<file path="src/rtl/read_deal.sv">
// Frame reader: takes completed frames from a standard (non-FWFT) FIFO and emits
// byte_num bytes per frame, sized by the current down-gear code, with abort on gear change.
module read_deal #(
    parameter int unsigned PEND_W = 2
) (
    input  logic       clk163m84,
    input  logic       rst_n,
    input  logic [7:0] r_down_gear_r,
    input  logic [7:0] r_down_gear_rr,
    input  logic       wr_ml_end,
    input  logic       fifo_empty,
    input  logic [7:0] fifo_dout,
    output logic       fifo_rd_en,
    output logic [7:0] data_out,
    output logic       data_out_valid,
    output logic       frame_start,
    output logic       frame_end,
    output logic       frame_abort,
    output logic       pend_ovf,
    output logic       rd_busy
);

    localparam int unsigned DATA_W = 8;
    localparam int unsigned CNT_W  = 16;
    localparam logic [PEND_W-1:0] PEND_MAX = '1;

    typedef enum logic [1:0] {
        R_IDLE  = 2'd0,
        R_READ  = 2'd1,
        R_DRAIN = 2'd2
    } state_t;

    state_t              state_q, state_d;
    logic [CNT_W-1:0]    byte_num_q, byte_num_d;
    logic [CNT_W-1:0]    frame_len_q, frame_len_d;
    logic [CNT_W-1:0]    rd_cnt_q, rd_cnt_d;
    logic [PEND_W-1:0]   pend_cnt_q, pend_cnt_d;
    logic                drain_q, drain_d;
    logic                rd_en_d1_q, rd_en_d1_d;
    logic                last_d1_q, last_d1_d;
    logic [DATA_W-1:0]   data_out_q, data_out_d;
    logic                data_out_valid_q, data_out_valid_d;
    logic                frame_start_q, frame_start_d;
    logic                frame_end_q, frame_end_d;
    logic                frame_abort_q, frame_abort_d;
    logic                pend_ovf_q, pend_ovf_d;
    logic                rd_busy_q, rd_busy_d;

    logic gear_chg_c, pend_nz_c, take_c, start_c, abort_c, rd_en_c, last_rd_c;

    // Frame length in bytes for each down-gear code; unknown codes mean "no frame".
    function automatic logic [CNT_W-1:0] gear_bytes(input logic [7:0] gear);
        case (gear)
            8'h52:                                gear_bytes = CNT_W'(48);
            8'h51:                                gear_bytes = CNT_W'(20);
            8'h4F, 8'h4E:                         gear_bytes = CNT_W'(40);
            8'h4D, 8'h4C:                         gear_bytes = CNT_W'(80);
            8'h4B, 8'h4A:                         gear_bytes = CNT_W'(160);
            8'h49:                                gear_bytes = CNT_W'(320);
            8'h48, 8'h47, 8'h46, 8'h45, 8'h44:    gear_bytes = CNT_W'(160);
            8'h43:                                gear_bytes = CNT_W'(320);
            8'h42, 8'h41:                         gear_bytes = CNT_W'(480);
            default:                              gear_bytes = CNT_W'(0);
        endcase
    endfunction

    always_comb begin
        gear_chg_c = (r_down_gear_r != r_down_gear_rr);
        pend_nz_c  = (pend_cnt_q != '0);
        take_c     = (state_q == R_IDLE) && !gear_chg_c && pend_nz_c;
        start_c    = take_c && (byte_num_q != '0);
        abort_c    = (state_q != R_IDLE) && gear_chg_c;
        rd_en_c    = rst_n && (state_q == R_READ) && !fifo_empty && !gear_chg_c;
        last_rd_c  = rd_en_c && (rd_cnt_q == frame_len_q - CNT_W'(1));
    end

    // Next-state and registered-output logic.
    always_comb begin
        state_d          = state_q;
        byte_num_d       = gear_bytes(r_down_gear_rr);
        frame_len_d      = frame_len_q;
        rd_cnt_d         = rd_cnt_q;
        pend_cnt_d       = pend_cnt_q;
        drain_d          = drain_q;
        rd_en_d1_d       = rd_en_c;
        last_d1_d        = last_rd_c;
        data_out_d       = rd_en_d1_q ? fifo_dout : data_out_q;
        data_out_valid_d = rd_en_d1_q;
        frame_start_d    = start_c;
        frame_end_d      = last_d1_q && !abort_c;
        frame_abort_d    = abort_c;
        pend_ovf_d       = 1'b0;

        case (state_q)
            R_IDLE: begin
                if (start_c) begin
                    state_d     = R_READ;
                    rd_cnt_d    = '0;
                    frame_len_d = byte_num_q;
                end
            end
            R_READ: begin
                if (abort_c) begin
                    state_d = R_IDLE;
                end else if (rd_en_c) begin
                    rd_cnt_d = rd_cnt_q + CNT_W'(1);
                    if (last_rd_c) begin
                        state_d = R_DRAIN;
                        drain_d = 1'b0;
                    end
                end
            end
            R_DRAIN: begin
                if (abort_c || drain_q) begin
                    state_d = R_IDLE;
                end else begin
                    drain_d = 1'b1;
                end
            end
            default: state_d = R_IDLE;
        endcase

        // Pending frames: any gear change flushes, and a take offsets a new arrival.
        if (gear_chg_c) begin
            pend_cnt_d = '0;
        end else if (wr_ml_end && !take_c) begin
            if (pend_cnt_q == PEND_MAX) begin
                pend_ovf_d = 1'b1;
            end else begin
                pend_cnt_d = pend_cnt_q + PEND_W'(1);
            end
        end else if (!wr_ml_end && take_c) begin
            pend_cnt_d = pend_cnt_q - PEND_W'(1);
        end

        rd_busy_d = (state_d != R_IDLE);
    end

    always_ff @(posedge clk163m84) begin
        if (!rst_n) begin
            state_q          <= R_IDLE;
            byte_num_q       <= '0;
            frame_len_q      <= '0;
            rd_cnt_q         <= '0;
            pend_cnt_q       <= '0;
            drain_q          <= 1'b0;
            rd_en_d1_q       <= 1'b0;
            last_d1_q        <= 1'b0;
            data_out_q       <= '0;
            data_out_valid_q <= 1'b0;
            frame_start_q    <= 1'b0;
            frame_end_q      <= 1'b0;
            frame_abort_q    <= 1'b0;
            pend_ovf_q       <= 1'b0;
            rd_busy_q        <= 1'b0;
        end else begin
            state_q          <= state_d;
            byte_num_q       <= byte_num_d;
            frame_len_q      <= frame_len_d;
            rd_cnt_q         <= rd_cnt_d;
            pend_cnt_q       <= pend_cnt_d;
            drain_q          <= drain_d;
            rd_en_d1_q       <= rd_en_d1_d;
            last_d1_q        <= last_d1_d;
            data_out_q       <= data_out_d;
            data_out_valid_q <= data_out_valid_d;
            frame_start_q    <= frame_start_d;
            frame_end_q      <= frame_end_d;
            frame_abort_q    <= frame_abort_d;
            pend_ovf_q       <= pend_ovf_d;
            rd_busy_q        <= rd_busy_d;
        end
    end

    assign fifo_rd_en     = rd_en_c;
    assign data_out       = data_out_q;
    assign data_out_valid = data_out_valid_q;
    assign frame_start    = frame_start_q;
    assign frame_end      = frame_end_q;
    assign frame_abort    = frame_abort_q;
    assign pend_ovf       = pend_ovf_q;
    assign rd_busy        = rd_busy_q;

endmodule
</file>
<file path="config.mk">
export PLATFORM = sky130hd
export DESIGN_NAME = read_deal
export DESIGN_NICKNAME = d
export VERILOG_FILES = /design/src/rtl/read_deal.sv
export SDC_FILE = /design/constraint.sdc
export NUM_CORES = 1
export LEC_CHECK = 0
export CAP_MARGIN = 20
export CORE_MARGIN = 10
export CORE_UTILIZATION = 45
export CTS_CLUSTER_DIAMETER = 40
export DETAILED_ROUTE_END_ITERATION = 16
export GPL_TIMING_DRIVEN = 0
export PLACE_DENSITY = 0.71
export SLEW_MARGIN = 20
export SYNTH_ARGS = -nofsm -noshare
export SYNTH_HDL_FRONTEND = slang
export SYNTH_SLANG_ARGS = --single-unit
export TNS_END_PERCENT = 10
</file>
<file path="constraint.sdc">
create_clock -name clk163m84 -period 2.49 [get_ports clk163m84]
set_input_delay 0.3735 -clock clk163m84 [delete_from_list [all_inputs] [get_ports clk163m84]]
set_output_delay 0.3735 -clock clk163m84 [all_outputs]
set_load 0.005 [all_outputs]
</file>
==> results of run 1 <==
cell type report:
class                      count  area share, %
tap                           72           2.85
inverter                       7          0.831
clock buffer                   7           2.73
clock inverter                 1          0.277
multi-input combinational    215           45.1
sequential                    51           32.3
buffer                        17           3.01
timing repair buffer          42           12.9
power by group:
part           switching, uW  internal (uW)
Clock                    264            228
Sequential             0.586            816
Combinational           44.7           58.1
cells by family (layout without fill, tap and decap cells):
family	count (synthesis)	in the layout	share of synthesized area, %
adders and majority gates	2	2	0.977
and+or+nand+nor	127	127	26.3
buffers and inverters	25	74	4.89
AOI/OAI and AO/OA	45	45	13.4
xor gates and xnor gates	31	31	10.6
DFF	51	51	39.9
muxes	10	10	3.96
cells in the mapped netlist (3+ instances only):
master    number
a211oi_1       4
a21oi_1        6
a221oi_1       3
a22o_1         6
buf_2          4
buf_6          3
clkbuf_1      10
dfxtp_1       51
inv_1          7
mux2i_1        9
nand2_1       15
nand2b_1       3
nand3_1       14
nand4_1        8
nor2_1        34
nor2b_1       13
nor3_1        11
nor4_1         8
o21ai_0       10
or2_2          4
or3_1          3
xnor2_1       23
xor2_1         8
through the flow:
| step | cell area, um2 | std cells | worst slack [ns] | utilization, % |
|---|---|---|---|---|
| 2_1_floorplan | 2560 | 291 | 0.311 | - |
| 3_3_place_gp | 3040 | 402 | -0.605 | 55.2 |
| 3_5_place_dp | 3040 | 402 | -0.629 | 55.2 |
| 4_1_cts | 3160 | 412 | 0.129 | 57.3 |
| 5_1_grt | 3160 | 412 | 0.0226 | 57.4 |
| 6_report | 3160 | 412 | 0.187 | 57.4 |
critical path, cell delays in order, from the launching register on:
cell	delay, ns
dfxtp_1	0.36
or2_1	0.30
a211o_1	0.39
a211o_1	0.35
buf_2	0.19
nor4_1	0.38
xnor2_1	0.16
nor2_1	0.05
how the worst max path moves through the flow:
stage / startpoint / end / slack, ns / depth (start not counted)
after floorplan: r_down_gear_rr[2] / rd_cnt_q[0]$_SDFFE_PN0P_ / 0.31 / 8
after global placement: r_down_gear_rr[4] / fifo_rd_en / -0.61 / 7
after detailed placement: r_down_gear_rr[1] / fifo_rd_en / -0.63 / 7
after CTS: frame_len_q[2]$_SDFFE_PN0P_ / state_q[0]$_SDFF_PN0_ / 0.13 / 9
after global routing: frame_len_q[2]$_SDFFE_PN0P_ / state_q[0]$_SDFF_PN0_ / 0.02 / 9
final: state_q[1]$_SDFF_PN0_ / rd_cnt_q[15]$_SDFFE_PN0P_ / 0.19 / 7
layer usage:
metal,GRT usage (%),routed length (um),share of wire [%]
met5,0,0,0
met3,4.01,338,5.9
met2,21.5,2820,49
met4,4.42,71,1.2
met1,15.4,2520,44
repair_timing:
action / 4_1_cts / 5_1_grt
pin swaps: 3 / 0
gates resized for setup: 5 / 1
buffers inserted: 3 / 0
endpoints found under the hold margin: 0 / 0
endpoints found under the setup margin: 11 / 2
hold buffers: 0 / 0
flip-flops by register name, summed over array words and instances, names as in the netlist:
signal	cells
frame_len_q	7
rd_cnt_q	16
last_d1_q	1
data_out_valid_d	1
state_q	2
frame_abort	1
byte_num_q	7
pend_ovf	1
pend_cnt_q	2
frame_start	1
frame_end	1
data_out	8
data_out_valid	1
rd_busy	1
drain_q	1
==> impl_results.md, run 1 <==
- Core area: 5510 um2
- Max Root-Sink Buffers: 2
- Multi-input gate area: 1430 um2
- Die area: 9110 um2
- I/O Buffers: 39
- Reg area: 1020 um2
- Crit path max fanout: 10
- Vias in the first global route: 2,067
- Ports: 43
- Maxcap violations: 0
- DRT Wirelength: 5.75 mm
- Fillers: 513
- Reg2reg end: rd_cnt_q[15]$_SDFFE_PN0P_
- Leading area contributor after synthesis: dfxtp_1
- Critical path class: register to register
- Post-DRT Antenna Nets: 0
- Initial Util: 46.5%
- Slew margin rel.: 61.1%
- Area share of the leading cell type in the synthesized netlist: 39.9%
- Leading cell type in the layout, fill and taps excluded: dfxtp_1
- Warnings from Yosys: 0
- Prevailing post-synth register cell: dfxtp_1
- Hold Path Origin: rst_n
- Clock Pin Slew Worst Setup and Hold Paths: 0.09 ns
- Setup TNS: 0 ns
- Most frequent cells in the layout: 51 x dfxtp_1, 36 x clkdlybuf4s50_1, 33 x nor2_1
- Worst hold path type: input pin to register
- Syn Nets: 321
- Die X: 95.4 um
- Row cnt: 27
- Fin. max-slew vios: 0
- GRT overflow: 0
- Clk_skew: 0.00721 ns
- Synthesized area: 2560 um2
- Worst hold path depth: 2
- Vias per cell: 5.38
- FFs w/ async S/R, synth: 0%
- Initial antenna violation count: 0
- Clk Latency, worst-skew pair: 0.30 ns
- CP required: 2.68 ns
- Final net count: 369
- Post-DP HPWL: 4.44 mm
- Area Growth Syn to Fin: 23.5%
- GP Congestion: 0.806
- CTS tree: yes
- Worst Hold End: rd_cnt_q[1]$_SDFFE_PN0P_
- Hold WS: 0.330 ns
- Synth top area cells: dfxtp_1 40%, xnor2_1 7.9%, nor2_1 5.0%
- Drt wl/cell: 13.9 um
- Overall power: 1410 uW
- DR DRC count: 0
- Sequential share of the synthesized area: 39.9%
- Reg2reg start: state_q[1]$_SDFF_PN0_
- # setup viols final: 0
- Final hold violations: 0
- Startpoint class of the critical path: register
- Total number of vias: 2,218
- Post-Synthesis Cells: 291
- Highest Clock Rate: 434 MHz
- CTS H-tree depth: 2
- Status: finished, final reports clean
- Die Ht: 95.4 um
- CP Capture Type: register
- Measured slew at the worst slew-check pin: 0.583 ns
- DR pass1 iterations: 4
- Pin count of the biggest net entering global routing: 16
- Final worst path period need: 2.30 ns
- Syn avg cell area: 8.80 um2
- RSZ-0062 raised after global routing: false
- Global-route wire length before repair: 9.49 mm
- Global Route Usage Sum: 12.9%
- Unique masters post-synth: 52
- Leakage: 0.00108 uW
- R2r setup slk: 0.19 ns
- Worst R2R Path Depth: 7
- Synth Register Bits: 51
- CTS buffer count: 5
- Max VDD drop: 0.257 mV
- Pwr Density: 446 nW/um2
- Clock sink total: 51
- Drt initial violations: 64
- CTS Root Cell: clkbuf_8
- Diode count: 0
- Share of cells above drive strength 1: 9.12%
- Final worst-path cycle share: 92.5%
- Crit path DAT: 2.49 ns
- Post-synth EDFFs: 0
No activity file was read; power rests on OpenSTA's default activity.
==> run 2, diff against run 1 <==
--- a/config.mk
+++ b/config.mk
@@ -5,13 +5,14 @@
 export SDC_FILE = /design/constraint.sdc
 export NUM_CORES = 1
 export LEC_CHECK = 0
+export ABC_AREA = 1
 export CAP_MARGIN = 20
 export CORE_MARGIN = 10
 export CORE_UTILIZATION = 45
 export CTS_CLUSTER_DIAMETER = 40
 export DETAILED_ROUTE_END_ITERATION = 16
 export GPL_TIMING_DRIVEN = 0
-export PLACE_DENSITY = 0.71
+export PLACE_DENSITY = 0.7
 export SLEW_MARGIN = 20
 export SYNTH_ARGS = -nofsm -noshare
 export SYNTH_HDL_FRONTEND = slang
==> run 2 against run 1 <==
Compared with the run above: critical path depth up 3; clock power up 25%; synthesized cell count up 56%; hold slack better by 0.14 ns; sequential cell count unchanged; via count up 29%; die area up 8.9%; critical path type is now input pin to output port; largest power group unchanged.
==> impl_results.md, run 2 <==
- Comb pwr share: 6.7%
- Die area: 9920 um2
- Final worst-path cycle share: 83.0%
- Pin count of the biggest net entering global routing: 17
- Crit-path cells: clkdlybuf4s50_1, inv_1, nand2_1, nand2_1, nor2_1, nand2_2, nor2_8, nand3_4, inv_2, dlymetal6s2s_1
- Diode count: 0
- Reg2reg end: rd_busy$_SDFF_PN0_
- Delay-heaviest family, CP: buffers and inverters
- Clock Pin Slew Worst Setup and Hold Paths: 0.10 ns
- Setup crit end: fifo_rd_en
- Crit path max fanout: 4
- Maxcap violations: 0
- R2r setup slk: 0.50 ns
- FFs w/ async S/R, synth: 0%
- Max VDD drop: 0.289 mV
- Post-synth EDFFs: 0
- Startpoint class of the critical path: input pin
- CP required: 2.12 ns
- Sequential share of the synthesized area: 35.8%
- Ports: 43
- Max reg flops: 16
- Leakage: 0.00167 uW
- # setup viols final: 0
- Most frequent cells in the layout: 115 x nand2_1, 75 x inv_1, 64 x nor2_1
- Synthesized area: 2850 um2
- Syn avg cell area: 6.28 um2
- Stages on the worst setup path: 10
- Reg2reg start: frame_len_q[2]$_SDFFE_PN0P_
- DR pass1 iterations: 4
- Critical path class: input pin to output port
- Prevailing post-synth register cell: dfxtp_1
- DRT Wirelength: 7.21 mm
- GRT overflow: 0
- Unique masters post-synth: 33
- Fin. max-slew vios: 0
- Clk_skew: 0.00800 ns
- Area share of the leading cell type in the synthesized netlist: 35.8%
- Leading cell type in the layout, fill and taps excluded: nand2_1
- Worst R2R Path Depth: 13
- Final core occ: 58.3%
- Measured slew at the worst slew-check pin: 0.605 ns
- Vias in the first global route: 2,681
- Share of cells above drive strength 1: 5.93%
- Global-route wire length before repair: 12.0 mm
- Hold WS: 0.467 ns
- Seq pwr share: 53.1%
- Area Growth Syn to Fin: 23.2%
- NetSw: 339 uW
- Final setup margin: 0.424 ns
- CTS buffer count: 5
- Final net count: 535
- Syn Nets: 484
- Post-Synthesis Cells: 454
- Pwr Density: 438 nW/um2
- Total number of vias: 2,869
- WP buf/inv: 4
- Clk Latency, worst-skew pair: 0.31 ns
- RSZ-0062 raised after global routing: false
- Post-DRT Antenna Nets: 0
- Clock share of power: 40.1%
- I/O Buffers: 42
- Highest Clock Rate: 484 MHz
- Core area: 6030 um2
- Final hold violations: 0
- CTS H-tree depth: 2
- Initial antenna violation count: 0
- Initial Util: 47.3%
- Max Root-Sink Buffers: 2
- Fillers: 572
- Final worst path period need: 2.07 ns
- Status: finished, final reports clean
- Die Ht: 99.6 um
- Most frequent cell after synthesis: nand2_1
- Row cnt: 28
- Synth cell count leaders: 116 x nand2_1, 76 x inv_1, 65 x nor2_1
- Worst hold path type: register to register
- Worst slack, placed: -0.210 ns
- Clock sink total: 51
- CP Capture Type: output port
- Crit path DAT: 1.69 ns
- CP startpoint: r_down_gear_rr[5]
- GP Congestion: 0.888
- Warnings from Yosys: 0
- Slowest CP cell: clkdlybuf4s50_1
- CTS tree: yes
- Internal: 1200 uW
- Drt wl/cell: 12.4 um
- Biggest register: rd_cnt_q
- Leading area contributor after synthesis: dfxtp_1
- Setup TNS: 0 ns
- Synth top area cells: dfxtp_1 36%, nand2_1 15%, inv_1 10%
- CTS Root Cell: clkbuf_8
- Die X: 99.6 um
- Most common cell on crit path: nand2_1
- Synth Register Bits: 51
- Switch share: 22.0%
- Slew margin rel.: 59.3%
- Global Route Usage Sum: 14.2%
- CP peak stage delay: 0.53 ns
- Vias per cell: 4.94
- Post-DP HPWL: 5.64 mm
- Drt initial violations: 118
- DR DRC count: 0
## run 2: changes by cell type after synthesis, sizes merged, moves of 6 or more
cell and delta:
nor4 -6, inv +73, a22o -7, mux2i -9, o21ai +10, nor2 +34
nand3 +23, nor2b -13, xnor2 -20, a21oi +16, nand2 +105
## run 2: tightest hold or removal path, delay by kind of cell, from the launching register on
kind	cells	cell delay (ns)
compound gates	1	0.06
simple gates	1	0.05
flops	1	0.31
## run 2: area by class of cell
cell class	count	area [um2]	area share, %
flip-flops and latches	51	1020	29.1
inverters	80	300	8.55
plain buffers	9	60.1	1.71
clock buffers	6	82.6	2.35
clock inverters	2	38.8	1.10
well taps	75	93.8	2.67
repair buffers	44	434	12.4
multi-input cells	314	1480	42.2
## run 2: worst min-delay path by stage
stage	startpoint	endpoint	slack, ns	depth (start not counted)
2_1_floorplan	last_d1_q$_SDFF_PN0_	frame_end$_SDFF_PN0_	0.41	2
5_1_grt	byte_num_q[8]$_SDFF_PN0_	frame_len_q[8]$_SDFFE_PN0P_	0.50	2
4_1_cts	last_d1_q$_SDFF_PN0_	frame_end$_SDFF_PN0_	0.48	2
3_5_place_dp	last_d1_q$_SDFF_PN0_	frame_end$_SDFF_PN0_	0.44	2
6_report	last_d1_q$_SDFF_PN0_	frame_end$_SDFF_PN0_	0.47	2
3_3_place_gp	byte_num_q[4]$_SDFF_PN0_	frame_len_q[4]$_SDFFE_PN0P_	0.45	2
## run 2: stage by stage
step	cell area [um2]	total power, uW	cells
floorplan	2850	879	454
global placement	3370	937	571
detailed placement	3370	939	571
CTS	3510	1550	581
global route	3510	1590	581
finish	3510	1540	581
## run 2: metal layers
| metal | GRT usage, % | up-vias | routed length, um |
|---|---|---|---|
| li1 | - | 1530 | - |
| met1 | 17.5 | 1258 | 3470 |
| met2 | 22.9 | 69 | 3150 |
| met3 | 4.43 | 12 | 488 |
| met4 | 4.41 | 0 | 104 |
| met5 | 0 | - | 0 |
## run 2: timing repair
item,4_1_cts,5_1_grt
setup endpoints to repair,1,1
resized for setup,6,2
setup buffers,2,0
hold buffers,0,0
pin swaps,1,0
## run 2: logic make-up (layout without fill, tap and decap cells)
| kind of cell | Yosys count | in the layout | synth area share (%) |
|---|---|---|---|
| fa+ha+maj | 2 | 2 | 0.877 |
| simple gates | 252 | 252 | 38.4 |
| flops | 51 | 51 | 35.8 |
| buf+inv | 89 | 141 | 12.6 |
| xor+xnor | 7 | 7 | 2.15 |
| compound gates | 53 | 53 | 10.1 |
## run 2: power groups by stage
stage	combinational, uW	clock, uW	sequential [uW]
2_1_floorplan	43.4	0	835
3_3_place_gp	101	0	835
3_5_place_dp	103	0	835
4_1_cts	104	631	816
5_1_grt	114	662	817
6_report	104	617	816
